**config.mk**
```make
export PLATFORM = sky130hd
export DESIGN_NAME = mem_access_unit
export DESIGN_NICKNAME = d
export VERILOG_FILES = /design/src/rtl/mem_access_unit_pkg.sv /design/src/rtl/mem_access_unit_align.sv /design/src/rtl/mem_access_unit.sv
export SDC_FILE = /design/constraint.sdc
export NUM_CORES = 1
export LEC_CHECK = 0
export CAP_MARGIN = 20
export CORE_MARGIN = 3
export CORE_UTILIZATION = 50
export CTS_BUF_LIST = sky130_fd_sc_hd__clkbuf_4
export DETAILED_ROUTE_END_ITERATION = 7
export PLACE_DENSITY = 0.84
export SLEW_MARGIN = 10
export SYNTH_ARGS = -nofsm -noshare
export SYNTH_HDL_FRONTEND = slang
export SYNTH_SLANG_ARGS = --single-unit
```
**constraint.sdc**
```tcl
create_clock -name clk -period 2.5 [get_ports clk]
set_input_delay 0.625 -clock clk [delete_from_list [all_inputs] [get_ports clk]]
set_output_delay 0.625 -clock clk [all_outputs]
set_load 0.01 [all_outputs]
```
**src/rtl/mem_access_unit_pkg.sv**
```systemverilog
// Shared opcode constants and opcode classification helpers for the memory access unit.
package mem_access_unit_pkg;

  localparam logic [5:0] OP_LB  = 6'h20;
  localparam logic [5:0] OP_LH  = 6'h21;
  localparam logic [5:0] OP_LWL = 6'h22;
  localparam logic [5:0] OP_LW  = 6'h23;
  localparam logic [5:0] OP_LBU = 6'h24;
  localparam logic [5:0] OP_LHU = 6'h25;
  localparam logic [5:0] OP_LWR = 6'h26;
  localparam logic [5:0] OP_SB  = 6'h28;
  localparam logic [5:0] OP_SH  = 6'h29;
  localparam logic [5:0] OP_SWL = 6'h2A;
  localparam logic [5:0] OP_SW  = 6'h2B;
  localparam logic [5:0] OP_SWR = 6'h2E;

  function automatic logic is_load(input logic [5:0] op);
    case (op)
      OP_LB, OP_LH, OP_LWL, OP_LW, OP_LBU, OP_LHU, OP_LWR: is_load = 1'b1;
      default:                                             is_load = 1'b0;
    endcase
  endfunction

  function automatic logic is_store(input logic [5:0] op);
    case (op)
      OP_SB, OP_SH, OP_SWL, OP_SW, OP_SWR: is_store = 1'b1;
      default:                             is_store = 1'b0;
    endcase
  endfunction

  function automatic logic is_unaligned_op(input logic [5:0] op);
    case (op)
      OP_LWL, OP_LWR, OP_SWL, OP_SWR: is_unaligned_op = 1'b1;
      default:                        is_unaligned_op = 1'b0;
    endcase
  endfunction

  // Word accesses need a 4-byte boundary, halfword accesses a 2-byte boundary.
  function automatic logic is_misaligned(input logic [5:0] op, input logic [1:0] off);
    case (op)
      OP_LW, OP_SW:          is_misaligned = (off != 2'b00);
      OP_LH, OP_LHU, OP_SH:  is_misaligned = off[0];
      default:               is_misaligned = 1'b0;
    endcase
  endfunction

endpackage

```
**src/rtl/mem_access_unit_align.sv**
```systemverilog
// Load extraction: byte/halfword extension and little-endian LWL/LWR merge into rt.
module load_align
  import mem_access_unit_pkg::*;
(
  input  logic [5:0]  op,
  input  logic [1:0]  off,
  input  logic [31:0] rdata,
  input  logic [31:0] rt_old,
  output logic [31:0] result
);

  logic [7:0]  byte_sel;
  logic [15:0] half_sel;

  // Select the addressed byte/halfword and shape the register result
  always_comb begin
    byte_sel = rdata[{off, 3'b000} +: 8];
    half_sel = off[1] ? rdata[31:16] : rdata[15:0];
    result   = '0;
    case (op)
      OP_LB:  result = {{24{byte_sel[7]}}, byte_sel};
      OP_LBU: result = {24'h000000, byte_sel};
      OP_LH:  result = {{16{half_sel[15]}}, half_sel};
      OP_LHU: result = {16'h0000, half_sel};
      OP_LW:  result = rdata;
      OP_LWL: begin
        case (off)
          2'd0: result = {rdata[7:0],  rt_old[23:0]};
          2'd1: result = {rdata[15:0], rt_old[15:0]};
          2'd2: result = {rdata[23:0], rt_old[7:0]};
          2'd3: result = rdata;
        endcase
      end
      OP_LWR: begin
        case (off)
          2'd0: result = rdata;
          2'd1: result = {rt_old[31:24], rdata[31:8]};
          2'd2: result = {rt_old[31:16], rdata[31:16]};
          2'd3: result = {rt_old[31:8],  rdata[31:24]};
        endcase
      end
      default: result = '0;
    endcase
  end

endmodule

```
**src/rtl/mem_access_unit.sv**
```systemverilog
// Pipeline-to-bus memory access unit: alignment checks, store lane steering,
// single-beat bus handshake with timeout, flush draining and load result shaping.
module mem_access_unit
  import mem_access_unit_pkg::*;
#(
  parameter int DATA_W       = 32,
  parameter int UNALIGNED_EN = 1,
  parameter int MAX_WAIT     = 15
) (
  input  logic                  clk,
  input  logic                  rst,
  input  logic                  req_valid,
  output logic                  req_ready,
  input  logic [5:0]            op,
  input  logic [31:0]           addr,
  input  logic [31:0]           wdata,
  input  logic [31:0]           rt_old,
  input  logic                  flush,
  output logic                  mem_en,
  output logic [DATA_W/8-1:0]   mem_wen,
  output logic [31:0]           mem_addr,
  output logic [DATA_W-1:0]     mem_wdata,
  input  logic [DATA_W-1:0]     mem_rdata,
  input  logic                  mem_rvalid,
  output logic                  resp_valid,
  output logic [31:0]           resp_rdata,
  output logic                  adel,
  output logic                  ades,
  output logic [31:0]           badvaddr,
  output logic                  timeout,
  output logic                  stall
);

  localparam int BE_W  = DATA_W / 8;
  localparam int OFF_W = $clog2(BE_W);

  typedef enum logic [2:0] {S_IDLE, S_ISSUE, S_WAIT, S_RESP, S_DRAIN} state_e;

  state_e      state_q;
  logic [3:0]  cnt_q;
  logic [3:0]  cnt_d;
  logic [5:0]  op_q;
  logic [31:0] addr_q;
  logic [31:0] wdata_q;
  logic [31:0] rt_old_q;
  logic        mem_en_q;
  logic        resp_valid_q;
  logic        adel_q;
  logic        ades_q;
  logic        timeout_q;
  logic [31:0] resp_rdata_q;
  logic [31:0] badvaddr_q;

  logic        req_err;
  logic        req_is_store;
  logic        wait_expired;
  logic [3:0]  wen4;
  logic [31:0] wd32;
  logic [BE_W-1:0] wen_full;
  logic [31:0] rdata32;
  logic [31:0] ld_result;

  assign cnt_d        = cnt_q + 4'd1;
  assign wait_expired = (cnt_d == 4'(MAX_WAIT));
  assign req_is_store = is_store(op);

  // Classify the incoming request: illegal opcode, disabled unaligned op, or misaligned address
  always_comb begin
    req_err = 1'b0;
    if (!is_load(op) && !req_is_store)             req_err = 1'b1;
    if (is_unaligned_op(op) && (UNALIGNED_EN == 0)) req_err = 1'b1;
    if (is_misaligned(op, addr[1:0]))              req_err = 1'b1;
  end

  // Byte enables and write data for the latched store, steered into the addressed half
  always_comb begin
    wen4 = 4'b0000;
    wd32 = wdata_q;
    case (op_q)
      OP_SB:  begin wen4 = 4'b0001 << addr_q[1:0]; wd32 = {4{wdata_q[7:0]}};  end
      OP_SH:  begin wen4 = 4'b0011 << addr_q[1:0]; wd32 = {2{wdata_q[15:0]}}; end
      OP_SW:  begin wen4 = 4'b1111;                wd32 = wdata_q;             end
      OP_SWL: begin
        wen4 = 4'b1111 >> (2'd3 - addr_q[1:0]);
        wd32 = wdata_q >> {(2'd3 - addr_q[1:0]), 3'b000};
      end
      OP_SWR: begin
        wen4 = 4'b1111 << addr_q[1:0];
        wd32 = wdata_q << {addr_q[1:0], 3'b000};
      end
      default: ;
    endcase
    wen_full = BE_W'(wen4);
    if ((BE_W == 8) && addr_q[OFF_W-1]) wen_full = wen_full << 4;
  end

  assign mem_en    = mem_en_q;
  assign mem_wen   = mem_en_q ? wen_full : '0;
  assign mem_addr  = is_store(op_q) ? addr_q : {addr_q[31:2], 2'b00};
  assign mem_wdata = {(DATA_W/32){wd32}};

  assign rdata32 = ((BE_W == 8) && addr_q[OFF_W-1]) ? mem_rdata[DATA_W-1 -: 32] : mem_rdata[31:0];

  load_align u_load_align (
    .op     (op_q),
    .off    (addr_q[1:0]),
    .rdata  (rdata32),
    .rt_old (rt_old_q),
    .result (ld_result)
  );

  // Access sequencing with registered bus strobe and response flags
  always_ff @(posedge clk) begin
    if (rst) begin
      state_q      <= S_IDLE;
      cnt_q        <= '0;
      op_q         <= '0;
      addr_q       <= '0;
      wdata_q      <= '0;
      rt_old_q     <= '0;
      mem_en_q     <= 1'b0;
      resp_valid_q <= 1'b0;
      adel_q       <= 1'b0;
      ades_q       <= 1'b0;
      timeout_q    <= 1'b0;
      resp_rdata_q <= '0;
      badvaddr_q   <= '0;
    end else begin
      mem_en_q     <= 1'b0;
      resp_valid_q <= 1'b0;
      adel_q       <= 1'b0;
      ades_q       <= 1'b0;
      timeout_q    <= 1'b0;
      unique case (state_q)
        S_IDLE: begin
          if (req_valid && !flush) begin
            op_q     <= op;
            addr_q   <= addr;
            wdata_q  <= wdata;
            rt_old_q <= rt_old;
            cnt_q    <= '0;
            if (req_err) begin
              state_q      <= S_RESP;
              resp_valid_q <= 1'b1;
              adel_q       <= !req_is_store;
              ades_q       <= req_is_store;
              badvaddr_q   <= addr;
              resp_rdata_q <= '0;
            end else begin
              state_q  <= S_ISSUE;
              mem_en_q <= 1'b1;
            end
          end
        end
        S_ISSUE: state_q <= flush ? S_DRAIN : S_WAIT;
        S_WAIT: begin
          if (mem_rvalid) begin
            if (flush) begin
              state_q <= S_IDLE;
            end else begin
              state_q      <= S_RESP;
              resp_valid_q <= 1'b1;
              resp_rdata_q <= is_load(op_q) ? ld_result : '0;
            end
          end else if (wait_expired) begin
            // An expiring wait under flush has nothing left to drain
            if (flush) begin
              state_q <= S_IDLE;
            end else begin
              state_q      <= S_RESP;
              resp_valid_q <= 1'b1;
              timeout_q    <= 1'b1;
              resp_rdata_q <= '0;
            end
          end else begin
            cnt_q <= cnt_d;
            if (flush) state_q <= S_DRAIN;
          end
        end
        S_RESP: state_q <= S_IDLE;
        S_DRAIN: begin
          if (mem_rvalid || wait_expired) state_q <= S_IDLE;
          else                            cnt_q   <= cnt_d;
        end
      endcase
    end
  end

  // A flush during the response cycle cancels the completion
  assign resp_valid = resp_valid_q & ~flush;
  assign adel       = adel_q & ~flush;
  assign ades       = ades_q & ~flush;
  assign timeout    = timeout_q & ~flush;
  assign resp_rdata = resp_rdata_q;
  assign badvaddr   = badvaddr_q;
  assign req_ready  = (state_q == S_IDLE);
  assign stall      = req_valid & ~resp_valid;

endmodule

```
After elaboration in Yosys (flattened, before gate mapping) --
Index checks and enable logic that the tools add are counted.
Word-level totals: bits of input ports 139, logic and storage cells 148, output and inout port bits 139, register bits 178
Cells by class: muxes and demuxes 48, bitwise logic cells 11, eq/ne operators 42, $add $sub $neg 2, shifts and indexed selects 7, reductions and logical operators 25
Operator list (count):
- one-hot mux 32 bit (4 select lines) | 3
- two-way mux 32 bit | 7
- one-hot mux 32 bit (7 select lines) | 1
- == test 6 bit (second input constant) | 24
- one-hot mux 32 bit (2 select lines) | 1
- indexed part select 32 x 6 -> 8 bit | 1
- << shifter 32 x 5 -> 32 bit | 1
- right shift 32 x 5 -> 32 bit | 1
- two-way mux 4 bit | 5
- one-hot mux 4 bit (5 select lines) | 1
- two-way mux 3 bit | 6
- two-way mux 1 bit | 16
- two-way mux 16 bit | 1
- one-hot mux 3 bit (5 select lines) | 1
- OR reduction 7 bit | 2
- one-hot mux 4 bit (3 select lines) | 1
- OR reduction 5 bit | 2
- != test 3 bit (second input constant) | 3
- OR reduction 3 bit | 3
- != test 2 bit (second input constant) | 4
- == test 3 x 2 -> 1 bit (second input constant) | 2
- two-way mux 2 bit | 3
- NOT 1 bit | 6
- AND reduction 3 bit | 2
- other kinds (27) | 38

Logic depth before layout (Yosys ltp) --
Gate-level depths: netlist of run 1.
depth in word-level cells 11, depth in mapped cells 8, depth with buffers taken out 6

Hierarchy --
From an unflattened synthesis of run 1, not the netlist that was laid out.
Unflattened totals: cell total of the unflattened synthesis 1234, area, all modules 10082.2 µm²
By module, submodules not included:
- mem_access_unit | times used 1, area each 8261.7 µm², sequential area each 3563.4 µm², cells an instance 1007
- load_align | times used 1, area each 1820.5 µm², sequential area each 0.0 µm², cells an instance 227

Least setup slack after synthesis of run 1 --
OpenSTA, ideal clock, no wires.
kind reg2out, from reg op_q[2], to out mem_wdata[11], buffers on the path 2, arrival 1684 ps, stages on the path, launching flop included 8, path slack 191 ps, required time 1875 ps, cell sequence dfxtp_1 > buf_6 > nand4bb_1 > buf_2 > nor2_4 > a211oi_1 > a211o_1 > a221o_1
Between the ends: longest elaborated chain between the ends 2, elaborated cells on any way between the ends 5, those cells by class eq/ne: 4; mux: 1
Ends and longest elaborated chain:
- start: declaration | line mem_access_unit.sv:42 | logic [5:0] op_q;
- start signal: assignment | line mem_access_unit.sv:137 | op_q <= op;
- == test 6 bit | line mem_access_unit.sv:79 | case (op_q)
- one-hot mux 32 bit (4 select lines) * | line mem_access_unit.sv:79
- end: declaration | line mem_access_unit.sv:22 | output logic [DATA_W-1:0] mem_wdata,
Every way passes the cells marked *; elsewhere a longest branch is shown, timed or not.

Worst setup path in the final report of run 1 --
from reg op_q[1], to out mem_wdata[8]
The elaborated chain is that of the path after synthesis.

==> key figures, run 1 <==
Placement
  – Final GP Congestion: 1.00
  – Post-DP HPWL: 23600 um
  – Placed Cells: 1620
  – Post-Place Worst Slack: -0.247 ns
  – IO Port Bufs: 277

Yosys
  – Cell taking the most area after synthesis: dfxtp_1
  – Synthesized area: 9590 um^2
  – Post-synth top area share: 37.2%
  – Top-count cell post-synth: nand2_1
  – Ys Warns: 0
  – Mean Syn Cell Area: 8.57 um^2
  – Post-synthesis sequential element count: 178
  – Asr flop ratio synth: 0%
  – Share of the yosys chip area belonging to registers: 37.2%
  – Synth cell types: 73
  – Post-Synthesis Cells: 1119
  – Most frequent cells after synthesis: nand2_1 (276), dfxtp_1 (178), a21oi_1 (137), a22o_1 (64), clkbuf_1 (43)
  – Top FF cell, synth: dfxtp_1
  – Area contributors post-synth: dfxtp_1 (37%), nand2_1 (11%), a21oi_1 (7.2%)
  – EDFF count, synth: 0
  – Syn nets: 1260

Setup path
  – Cell Chain, Critical Path: or2b_4 -> buf_4 -> nor4_4 -> buf_12 -> buf_4 -> a22o_1 -> a221o_1 -> buf_2
  – CP bufs+invs: 4
  – Worst-path fanout max: 8
  – Kind of critical path: reg2out
  – CP Capture Type: output pin
  – Startpoint Class: register
  – Worst r2r path cells: 7
  – Worst R2R End: resp_rdata[9]$_SDFFE_PP0P_
  – Most used cell, CP: buf_4
  – Critical Path RT: 1.88 ns
  – Stages on the worst setup path: 8
  – Worst path slowest cell: dfxtp_2
  – Reg-to-reg slack, setup: 0.06 ns
  – CP peak stage delay: 0.39 ns
  – Crit path DAT: 2.42 ns
  – R2R Path Start: addr_q[0]$_SDFFE_PP0P_
  – CP delay by family, top: buffers and inverters

Clock network
  – Clk_lat worst skew: 0.63 ns
  – Clk pin slew, worst setup/hold paths: 0.17 ns
  – CTS Buf Count: 17
  – Clock sink count: 178
  – CTS tree: done
  – CTS HTree Levels: 4
  – Hold buffers post-CTS: 0
  – Longest Clk Path Bufs: 2
  – CTS root buf: clkbuf_4

STA
  – Slew Limit Fails: 0
  – Setup TNS: -14.64 ns
  – Rel. slew slack: 60.8%
  – Clk_skew: 0.0256 ns
  – Slew at the pin closest to its max-slew limit: 0.585 ns
  – Min cycle time layout: 3.04 ns
  – Max Clock Freq: 0.329 GHz
  – Fin worst setup slack: -0.540 ns
  – Crit share post-route: 122%
  – Final hold vios: 0
  – Setup violators final: 36
  – RSZ-0062 raised after global routing: true

Die
  – Area of the core: 18800 um^2
  – Io pins: 278
  – Placement Rows: 50
  – Height of the die: 144 um
  – Die X-Extent: 144 um
  – Die area: 20900 um^2
  – Initial Util: 51.1%

Routing
  – WL per Instance: 21.0 um
  – Drt via density: 6.23
  – DRT antenna net count: 0
  – Via count: 10500
  – Initial DRC Count: 1269
  – Final WL: 35500 um
  – DRC: 0
  – Initial DRT Pass Iterations: 7

Status
  – Status: complete, but fails checks
  – Failing checks: negative setup slack

Finish
  – Final cell count without fillers: 1693
  – Layout area overhead: 42.7%
  – Fin util: 72.9%
  – Share of layout cells above drive strength 1: 21.6%
  – Final nets: 1583

Global route
  – Total grt overflow: 0
  – Vias in the first global route: 10100
  – Global-route wire length before repair: 53400 um
  – Pin count of the biggest net entering global routing: 105
  – GR Util All Layers: 32.4%
  – Initial antenna violation count: 4

Pwr
  – Worst vdd ir: 438 uV
  – PD cells: 538 nW/um^2
  – Leakage: 5.13 nW

Min path
  – Hold Path Depth: 2
  – WHS Endpoint: rt_old_q[0]$_SDFFE_PP0P_
  – Worst min-delay path startpoint: rst
  – Hold Path Class: in2reg

Job
  – Max cap viols: 0
==> through the flow <==
| step | total power, W | cell area, um^2 | hold WS [ns] |
|---|---|---|---|
| after floorplan | 0.00449 | 9590 | 0.434 |
| final | 0.00736 | 13700 | 0.369 |
| after detailed placement | 0.00550 | 13000 | 0.447 |
| after global placement | 0.00546 | 13000 | 0.441 |
| after CTS | 0.00729 | 13500 | 0.353 |
| after global routing | 0.00767 | 13700 | 0.360 |
==> final cells by class <==
cell class | instances | area [um^2]
multi-input cells | 810 | 5450
fillers | 1352 | 5090
repair buffers | 423 | 3970
flip-flops and latches | 178 | 3580
well taps | 234 | 293
clock inverters | 15 | 204
clock buffers | 17 | 128
inverters | 12 | 45.0
diodes | 4 | 10.0
==> worst register-to-register path, delay by kind of cell (launching register included) <==
kind                   cells  cell delay [ns]
AND/OR/NAND/NOR            1             0.18
buffers and inverters      3             0.67
AO/OA/AOI/OAI              2             0.46
multiplexers               1             0.60
flip-flops                 1             0.45
==> cells by family (layout without fill, tap and decap cells) <==
kind of cell    after synthesis  in the layout  share of synthesized area [%]
compound gates              319            319                           23.4
xor+xnor                      1              1                         0.0914
fa+ha+maj                     2              2                          0.261
buf+inv                     131            467                           7.74
flops                       178            178                           37.2
mux                          78             78                           12.1
other cells                   0              4                              0
simple gates                410            410                           19.3
==> sequential cells by signal (all words and copies together), names as in the netlist <==
name,count
adel_q,1
wdata_q,32
cnt_q,4
badvaddr,32
timeout_q,1
op_q,6
ades_q,1
mem_en,1
resp_rdata,32
addr_q,32
rt_old_q,32
resp_valid_q,1
state_q,3
==> cells in the final DEF (no fill, tap or decap), drive strengths merged, types with 5 or more instances in the layout <==
cell / instances
a22o: 64
inv: 20
dfxtp: 178
nor3: 13
o21ai: 19
nor2b: 9
o211ai: 12
dlygate4sd2: 5
a21oi: 138
buf: 182
mux2: 12
nand3: 35
a22oi: 15
a211oi: 5
nor2: 38
clkinv: 5
nand4: 14
mux4: 29
o2bb2ai: 7
nand2: 277
clkdlybuf4s50: 234
a32o: 6
mux2i: 37
a221o: 26
clkbuf: 18
==> report_power, final <==
| group | switching [W] | total, W | internal, W |
|---|---|---|---|
| Clock | 0.00124 | 0.00182 | 0.000579 |
| Combinational | 0.00118 | 0.00228 | 0.00109 |
| Sequential | 0.000197 | 0.00326 | 0.00307 |
| Total | 0.00262 | 0.00736 | 0.00474 |
==> how the worst max path moves through the flow <==
| stage | slack (ns) | startpoint | to |
|---|---|---|---|
| final | -0.54 | op_q[1]$_SDFFE_PP0P_ | mem_wdata[8] |
| after global placement | -0.21 | op_q[2]$_SDFFE_PP0P_ | mem_wdata[12] |
| after detailed placement | -0.25 | op_q[2]$_SDFFE_PP0P_ | mem_wdata[8] |
| after floorplan | 0.19 | op_q[2]$_SDFFE_PP0P_ | mem_wdata[11] |
| after CTS | -0.49 | op_q[2]$_SDFFE_PP0P_ | mem_wdata[8] |
| after global routing | -0.61 | op_q[4]$_SDFFE_PP0P_ | mem_wdata[11] |
==> what timing repair did <==
item / in CTS / in global routing
pin swaps: 30 / 3
gates resized for setup: 196 / 33
setup buffers: 30 / 6
gates cloned: 1 / 0
setup endpoints to repair: 47 / 47
==> routing by layer <==
metal / wire length [um] / track usage [%]
met3: 3600 / 8.63
met1: 13000 / 38.7
met2: 17000 / 53.8
met4: 1910 / 16.2
met5: 0 / 0
(Power assumes the default switching activity.)
==> run 2: changes to the inputs <==
--- a/config.mk
+++ b/config.mk
@@ -10,8 +10,9 @@
 export CORE_UTILIZATION = 50
 export CTS_BUF_LIST = sky130_fd_sc_hd__clkbuf_4
 export DETAILED_ROUTE_END_ITERATION = 7
-export PLACE_DENSITY = 0.84
+export PLACE_DENSITY = 0.83
 export SLEW_MARGIN = 10
 export SYNTH_ARGS = -nofsm -noshare
 export SYNTH_HDL_FRONTEND = slang
+export SYNTH_HIERARCHICAL = 1
 export SYNTH_SLANG_ARGS = --single-unit
==> run 2 against run 1 <==
The flow still finishes with violations (negative setup slack); wire length rose by 3.5%; sequential share of layout area fell by 1.1 points; non-clock buffer count fell by 21; count of clock-buffer cells in the layout stayed put; final cell count rose by 6.9%; via count is 3.0% higher; power up 13%; final area up 4.6%; sequential power up 4%; die area rose by 5.0%; critical path depth stayed put; largest power group unchanged.
==> key figures, run 2 <==
Setup path
  – Worst r2r path cells: 9 (+2)
  – Worst-path fanout max: 6 (-2)
  – CP Capture Type: output pin
  – Critical Path RT: 1.88 ns (about the same)
  – Startpoint Class: register
  – Reg-to-reg slack, setup: 0.10 ns (+0.04 ns)
  – Kind of critical path: reg2out
  – Crit path DAT: 2.26 ns (-0.16 ns)
  – Worst R2R End: resp_rdata[13]$_SDFFE_PP0P_
  – R2R Path Start: addr_q[1]$_SDFFE_PP0P_

Placement
  – Post-DP HPWL: 26100 um (+10%)
  – IO Port Bufs: 277 (unchanged)
  – Placed Cells: 1754 (+8.3%)
  – Post-Place Worst Slack: -0.278 ns (-0.0301 ns)
  – Final GP Congestion: 1.00 (+0.22%)

Pwr
  – PD cells: 581 nW/um^2 (+8.0%)
  – Worst vdd ir: 429 uV (-2.2%)
  – Leakage: 5.67 nW (+11%)

STA
  – Clk_skew: 0.0239 ns (-0.00173 ns)
  – Fin worst setup slack: -0.381 ns (+0.160 ns)
  – WHS: 0.452 ns (+0.0830 ns)
  – Rel. slew slack: 46.0% (-15 points)
  – Min cycle time layout: 2.88 ns (-0.160 ns)
  – Slew Limit Fails: 0 (unchanged)
  – Crit share post-route: 115% (-6.4 points)
  – Setup violators final: 35 (-2.8%)
  – Slew at the pin closest to its max-slew limit: 0.810 ns (+0.225 ns)
  – RSZ-0062 raised after global routing: true
  – Final hold vios: 0 (unchanged)
  – Max Clock Freq: 0.347 GHz (+5.5%)

Clock network
  – Clk_lat worst skew: 0.58 ns (-0.05 ns)
  – Clock sink count: 178 (unchanged)
  – CTS root buf: clkbuf_4
  – Clk pin slew, worst setup/hold paths: 0.16 ns (about the same)
  – CTS Buf Count: 17 (unchanged)
  – Hold buffers post-CTS: 0 (unchanged)
  – CTS HTree Levels: 4 (unchanged)
  – Longest Clk Path Bufs: 2 (unchanged)
  – CTS tree: done

Yosys
  – Xor and xnor area share after synthesis: 0% (-0.091 points)
  – Post-synthesis sequential element count: 178 (unchanged)
  – Area contributors post-synth: dfxtp_1 (35%), nand2_1 (12%), mux2i_1 (10%)
  – Compound-gate portion of the synthesized area: 21.6% (-1.8 points)
  – Ys Warns: 6 (+6)
  – Most frequent cells after synthesis: nand2_1 (330), dfxtp_1 (178), a21oi_1 (129), mux2i_1 (103), nor2_1 (56)
  – Post-synth top area share: 35.3% (-1.8 points)
  – Top-count cell post-synth: nand2_1
  – Mean Syn Cell Area: 8.17 um^2 (-4.6%)
  – Synth Area in Adders: 0.248% (-0.013 points)
  – Largest family of logic cells by synthesized area: compound AO/OA/AOI/OAI gates
  – EDFF count, synth: 0 (unchanged)
  – Synth cell types: 79 (+8.2%)
  – Syn nets: 1375 (+9.1%)
  – Post-Synthesis Cells: 1234 (+10%)
  – Top FF cell, synth: dfxtp_1
  – Share of the yosys chip area belonging to registers: 35.3% (-1.8 points)
  – Post-Synth Simple-Gate Area: 20.6% (+1.4 points)
  – Asr flop ratio synth: 0% (unchanged)
  – Synthesized area: 10100 um^2 (+5.2%)
  – Cell taking the most area after synthesis: dfxtp_1
  – Post-synthesis mux area share: 14.7% (+2.6 points)

Global route
  – Pin count of the biggest net entering global routing: 71 (-32%)
  – GR Util All Layers: 31.8% (-0.62 points)
  – Gr busiest metal: met2
  – Initial antenna violation count: 1 (-3)
  – Vias in the first global route: 10700 (+5.2%)
  – M1 GR Usage: 38.6% (-0.19 points)
  – Total grt overflow: 0 (unchanged)
  – Met2 usage: 51.1% (-2.7 points)
  – Met3 GRT Util: 8.19% (-0.45 points)
  – Global-route wire length before repair: 56100 um (+5.1%)

Finish
  – Share of layout cells above drive strength 1: 20.1% (-1.6 points)
  – Commonest non-fill, non-tap cells in the layout: nand2_1 (328), clkdlybuf4s50_1 (236), dfxtp_1 (170), a21oi_1 (121), mux2i_1 (97)
  – Final nets: 1671 (+5.6%)
  – Area taken by multi-input logic gates: 6200 um^2 (+14%)
  – Layout area overhead: 42.0%
  – Fill cells: 1527 (+13%)
  – Most common cell after layout, fill and taps aside: nand2_1
  – Final cell count without fillers: 1809 (+6.9%)
  – Storage cell area: 3590 um^2 (+0.21%)

Min path
  – Hold Path Class: in2reg
  – WHS Endpoint: resp_valid_q$_SDFF_PP0_
  – Worst min-delay path startpoint: rst
  – Hold Path Depth: 3 (+1)

Routing
  – Initial DRT Pass Iterations: 5 (-2)
  – Via count: 10900 (+3.0%)
  – Final WL: 36800 um (+3.5%)
  – Initial DRC Count: 1150 (-9.4%)
  – DRC: 0 (unchanged)
  – WL per Instance: 20.3 um (-3.1%)
  – DRT antenna net count: 0 (unchanged)
  – Drt via density: 6.00 (-3.6%)

Status
  – Status: complete, but fails checks
  – Failing checks: negative setup slack

Die
  – Placement Rows: 51 (+2.0%)
  – Initial Util: 51.3% (+0.23 points)
  – Height of the die: 148 um (+2.5%)
  – Area of the core: 19700 um^2 (+4.7%)
  – Die area: 21900 um^2 (+5.0%)
  – Io pins: 278 (unchanged)
  – Die X-Extent: 148 um (+2.5%)

Job
  – Max cap viols: 0 (unchanged)
[run 2: logic make-up (layout without fill, tap and decap cells)]
kind of cell    count (synthesis)  count (layout)
mux                           127             127
flops                         178             178
compound gates                313             313
other cells                     0               1
fa+ha+maj                       2               2
buf+inv                       138             446
simple gates                  476             477
[run 2: final cells by class]
| cell class | count | share of cell area, % |
|---|---|---|
| diodes | 1 | 0.0175 |
| inverters | 12 | 0.315 |
| clock inverters | 15 | 1.17 |
| well taps | 265 | 2.32 |
| clock buffers | 17 | 0.892 |
| flip-flops and latches | 178 | 25.1 |
| multi-input cells | 919 | 43.3 |
| repair buffers | 402 | 26.9 |
[run 2: how the worst max path moves through the flow]
| stage | from | endpoint | slack (ns) |
|---|---|---|---|
| 3_5_place_dp | op[5] | badvaddr[2]$_SDFFE_PP0P_ | -0.28 |
| 6_report | op_q[4]$_SDFFE_PP0P_ | mem_wdata[17] | -0.38 |
| 4_1_cts | op_q[1]$_SDFFE_PP0P_ | mem_wdata[9] | -0.35 |
| 5_1_grt | op_q[4]$_SDFFE_PP0P_ | mem_wdata[17] | -0.46 |
| 3_3_place_gp | op[5] | badvaddr[10]$_SDFFE_PP0P_ | -0.17 |
| 2_1_floorplan | addr_q[1]$_SDFFE_PP0P_ | mem_wdata[10] | 0.18 |
[run 2: where the power goes]
part           total [W]  internal (W)  switching (W)  leakage, nW
combinational    0.00324       0.00156        0.00168         4.06
clock            0.00168      0.000465        0.00122        0.155
sequential       0.00340       0.00313       0.000267         1.45
[run 2: worst max-delay path, cell delays in order, from the launching register on]
cell and delay [ns]:
dfxtp_2 0.35, nand3b_4 0.21, buf_6 0.15, nor3_4 0.21, nand2_1 0.12, nor2_1 0.12, buf_4 0.18, a221o_1 0.19
buf_2 0.14
[run 2: repair_timing]
item / CTS / global route
gates resized for setup: 217 / 84
gates cloned: 2 / 2
pin swaps: 42 / 32
setup endpoints to repair: 52 / 46
setup buffers: 12 / 6
[run 2: per-layer routing]
metal,routed length (um),vias to the layer above
li1,-,4953
met1,13800,5104
met2,17100,671
met3,3710,132
met4,2060,0
met5,0,-
[run 2: per-stage QoR]
step,utilization [%],instance area (um^2),TNS [ns],power (W)
floorplan,-,10100,0,0.00519
CTS,71.0,14000,-10.12,0.00815
global route,72.8,14300,-12.68,0.00870
finish,72.8,14300,-9.58,0.00832
global placement,68.3,13400,-7.50,0.00641
detailed placement,68.3,13400,-11.06,0.00647
==> run 3: changes to the inputs <==
--- a/config.mk
+++ b/config.mk
@@ -11,6 +11,7 @@
 export CTS_BUF_LIST = sky130_fd_sc_hd__clkbuf_4
 export DETAILED_ROUTE_END_ITERATION = 7
 export PLACE_DENSITY = 0.83
+export SKIP_CTS_REPAIR_TIMING = 1
 export SLEW_MARGIN = 10
 export SYNTH_ARGS = -nofsm -noshare
 export SYNTH_HDL_FRONTEND = slang
==> constraint.sdc (replaced) <==
create_clock -name clk -period 3.1 [get_ports clk]
set_input_delay 0.775 -clock clk [delete_from_list [all_inputs] [get_ports clk]]
set_output_delay 0.775 -clock clk [all_outputs]
set_load 0.01 [all_outputs]
==> run 3 against run 2 <==
Wire length is 5.8% lower; final area decreased by 5.8%; sequential power down 18%; the flow still finishes with violations (negative setup slack); critical endpoint is now mem_wdata[28]; first-iteration DRC count is 4.8% lower; die area stayed put; register-to-register slack improved by 0.40 ns; largest cell class unchanged; utilization is 4.3 points lower; via count decreased by 4.6%.
==> key figures, run 3 (synthesis results as in run 2) <==
Routing
  – Via count: 10400 (-4.6%)
  – DRT antenna net count: 0 (unchanged)
  – Final WL: 34600 um (-5.8%)
  – Initial DRC Count: 1095 (-4.8%)
  – WL per Instance: 19.9 um (-1.9%)
  – DRC: 0 (unchanged)
  – Drt via density: 5.97 (-0.63%)
  – Initial DRT Pass Iterations: 8 (+3)

Setup path
  – Worst r2r path cells: 8 (-1)
  – CP Capture Type: output pin
  – Cell Chain, Critical Path: nand3b_4 -> a21o_1 -> o21bai_4 -> a221o_1 -> clkdlybuf4s50_1
  – Kind of critical path: reg2out
  – Worst R2R End: resp_rdata[25]$_SDFFE_PP0P_
  – R2R Path Start: addr_q[1]$_SDFFE_PP0P_
  – CP peak stage delay: 0.49 ns (+0.14 ns)
  – Worst-path fanout max: 14 (+8)
  – Reg-to-reg slack, setup: 0.50 ns (+0.40 ns)
  – Worst path slowest cell: clkdlybuf4s50_1
  – Startpoint Class: register
  – Critical Path RT: 2.32 ns (+0.44 ns)
  – Crit path DAT: 2.54 ns (+0.28 ns)

Global route
  – Vias in the first global route: 9873 (-7.4%)
  – GR Util All Layers: 29.7% (-2.1 points)
  – Total grt overflow: 0 (unchanged)
  – Pin count of the biggest net entering global routing: 105 (+48%)
  – Initial antenna violation count: 2 (+1)
  – Global-route wire length before repair: 52500 um (-6.5%)

Pwr
  – Pwr Total: 0.00647 W (-22%)
  – Worst vdd ir: 413 uV (-3.6%)
  – PD cells: 480 nW/um^2 (-17%)
  – Leakage: 5.58 nW (-1.5%)

Die
  – Height of the die: 148 um (unchanged)
  – Initial Util: 51.3% (unchanged)
  – Placement Rows: 51 (unchanged)
  – Die X-Extent: 148 um (unchanged)
  – Die area: 21900 um^2 (unchanged)
  – Io pins: 278 (unchanged)
  – Area of the core: 19700 um^2 (unchanged)

Placement
  – Cell area after placement: 12900 um^2 (-4.2%)
  – IO Port Bufs: 277 (unchanged)
  – Final GP Congestion: 1.01 (+0.94%)
  – Post-DP HPWL: 24400 um (-6.3%)
  – Post-Place Worst Slack: 0.0714 ns (+0.349 ns)

Finish
  – Most common cell after layout, fill and taps aside: nand2_1
  – Final nets: 1598 (-4.4%)
  – Fill cells: 1631 (+6.8%)
  – Fin util: 68.6% (-4.3 points)
  – Layout area overhead: 33.7%
  – Commonest non-fill, non-tap cells in the layout: nand2_1 (328), clkdlybuf4s50_1 (242), dfxtp_1 (172), a21oi_1 (127), mux2i_1 (102)
  – Share of layout cells above drive strength 1: 11.8% (-8.3 points)
  – Design area: 13500 um^2 (-5.8%)

Min path
  – Worst min-delay path startpoint: addr_q[8]$_SDFFE_PP0P_
  – Hold Path Depth: 2 (-1)
  – WHS Endpoint: addr_q[8]$_SDFFE_PP0P_
  – Hold Path Class: reg2reg

Clock network
  – Clk_lat worst skew: 0.62 ns (+0.04 ns)
  – CTS root buf: clkbuf_4
  – Clock sink count: 178 (unchanged)
  – CTS Buf Count: 17 (unchanged)
  – CTS HTree Levels: 4 (unchanged)
  – Clk pin slew, worst setup/hold paths: 0.17 ns (about the same)
  – CTS tree: done
  – Longest Clk Path Bufs: 2 (unchanged)

STA
  – Slew Limit Fails: 0 (unchanged)
  – Rel. slew slack: 45.2% (-0.75 points)
  – Max Clock Freq: 0.301 GHz
  – Final hold vios: 0 (unchanged)
  – Min cycle time layout: 3.32 ns
  – Clk_skew: 0.0289 ns (+0.00502 ns)
  – RSZ-0062 raised after global routing: true
  – Fin worst setup slack: -0.218 ns (+0.163 ns)
  – Setup violators final: 4 (-89%)
  – Slew at the pin closest to its max-slew limit: 0.822 ns (+0.0121 ns)
  – Crit share post-route: 107%

Status
  – Failing checks: negative setup slack
  – Status: complete, but fails checks

Job
  – Max cap viols: 0 (unchanged)
## run 3: changes by cell type in the layout (fill, tap and decap cells not counted), sizes merged, moves of 2 or more
cell           previous run  this run
dlymetal6s2s              0        25
dlygate4sd2               2         0
clkinv                    7         4
clkdlybuf4s50           236       242
buf                     162        54
clkbuf                   18        26
inv                      19        21
## run 3: final cells by class
cell class              instances  area [um^2]  area share (%)
multi-input cells             918         5880            43.6
flip-flops and latches        178         3580            26.5
repair buffers                330         3320            24.7
well taps                     265          332            2.46
clock inverters                15          185            1.37
clock buffers                  17          128           0.947
inverters                      12         45.0           0.334
diodes                          2         5.00          0.0371
## run 3: report_power, final
group,internal [W],switching (W)
logic,0.00107,0.00118
registers,0.00252,0.000259
clock network,0.000455,0.000975
## run 3: critical path, delay by kind of cell (launching register included)
kind                   cells  cell delay (ns)
AO/OA/AOI/OAI              3             0.87
AND/OR/NAND/NOR            1             0.22
buffers and inverters      1             0.49
flip-flops                 1             0.36
## run 3: through the flow
| step | instances | hold slack (ns) | setup TNS (ns) |
|---|---|---|---|
| finish | 1737 | 0.466 | -0.471 |
| global route | 1737 | 0.486 | -1.43 |
| CTS | 1722 | 0.467 | -13.73 |
| detailed placement | 1690 | 0.449 | 0 |
| global placement | 1690 | 0.440 | 0 |
| floorplan | 1234 | 0.436 | 0 |
## run 3: how the worst max path moves through the flow
stage | from | to | slack (ns) | cells past startpoint
after global placement | flush | stall | 0.09 | 4
after CTS | op_q[1]$_SDFFE_PP0P_ | mem_wdata[21] | -0.55 | 4
after global routing | op_q[4]$_SDFFE_PP0P_ | mem_wdata[28] | -0.29 | 5
after detailed placement | flush | stall | 0.07 | 4
final | op_q[4]$_SDFFE_PP0P_ | mem_wdata[28] | -0.22 | 5
after floorplan | addr_q[1]$_SDFFE_PP0P_ | mem_wdata[10] | 0.63 | 6
## run 3: routing by layer
| metal | track usage (%) | share of wire (%) | vias to the layer above |
|---|---|---|---|
| li1 | - | - | 4787 |
| met2 | 47.7 | 46 | 595 |
| met4 | 15.4 | 5.2 | 2 |
| met3 | 7.45 | 10 | 126 |
| met5 | 0 | 0.038 | - |
| met1 | 37.1 | 39 | 4852 |
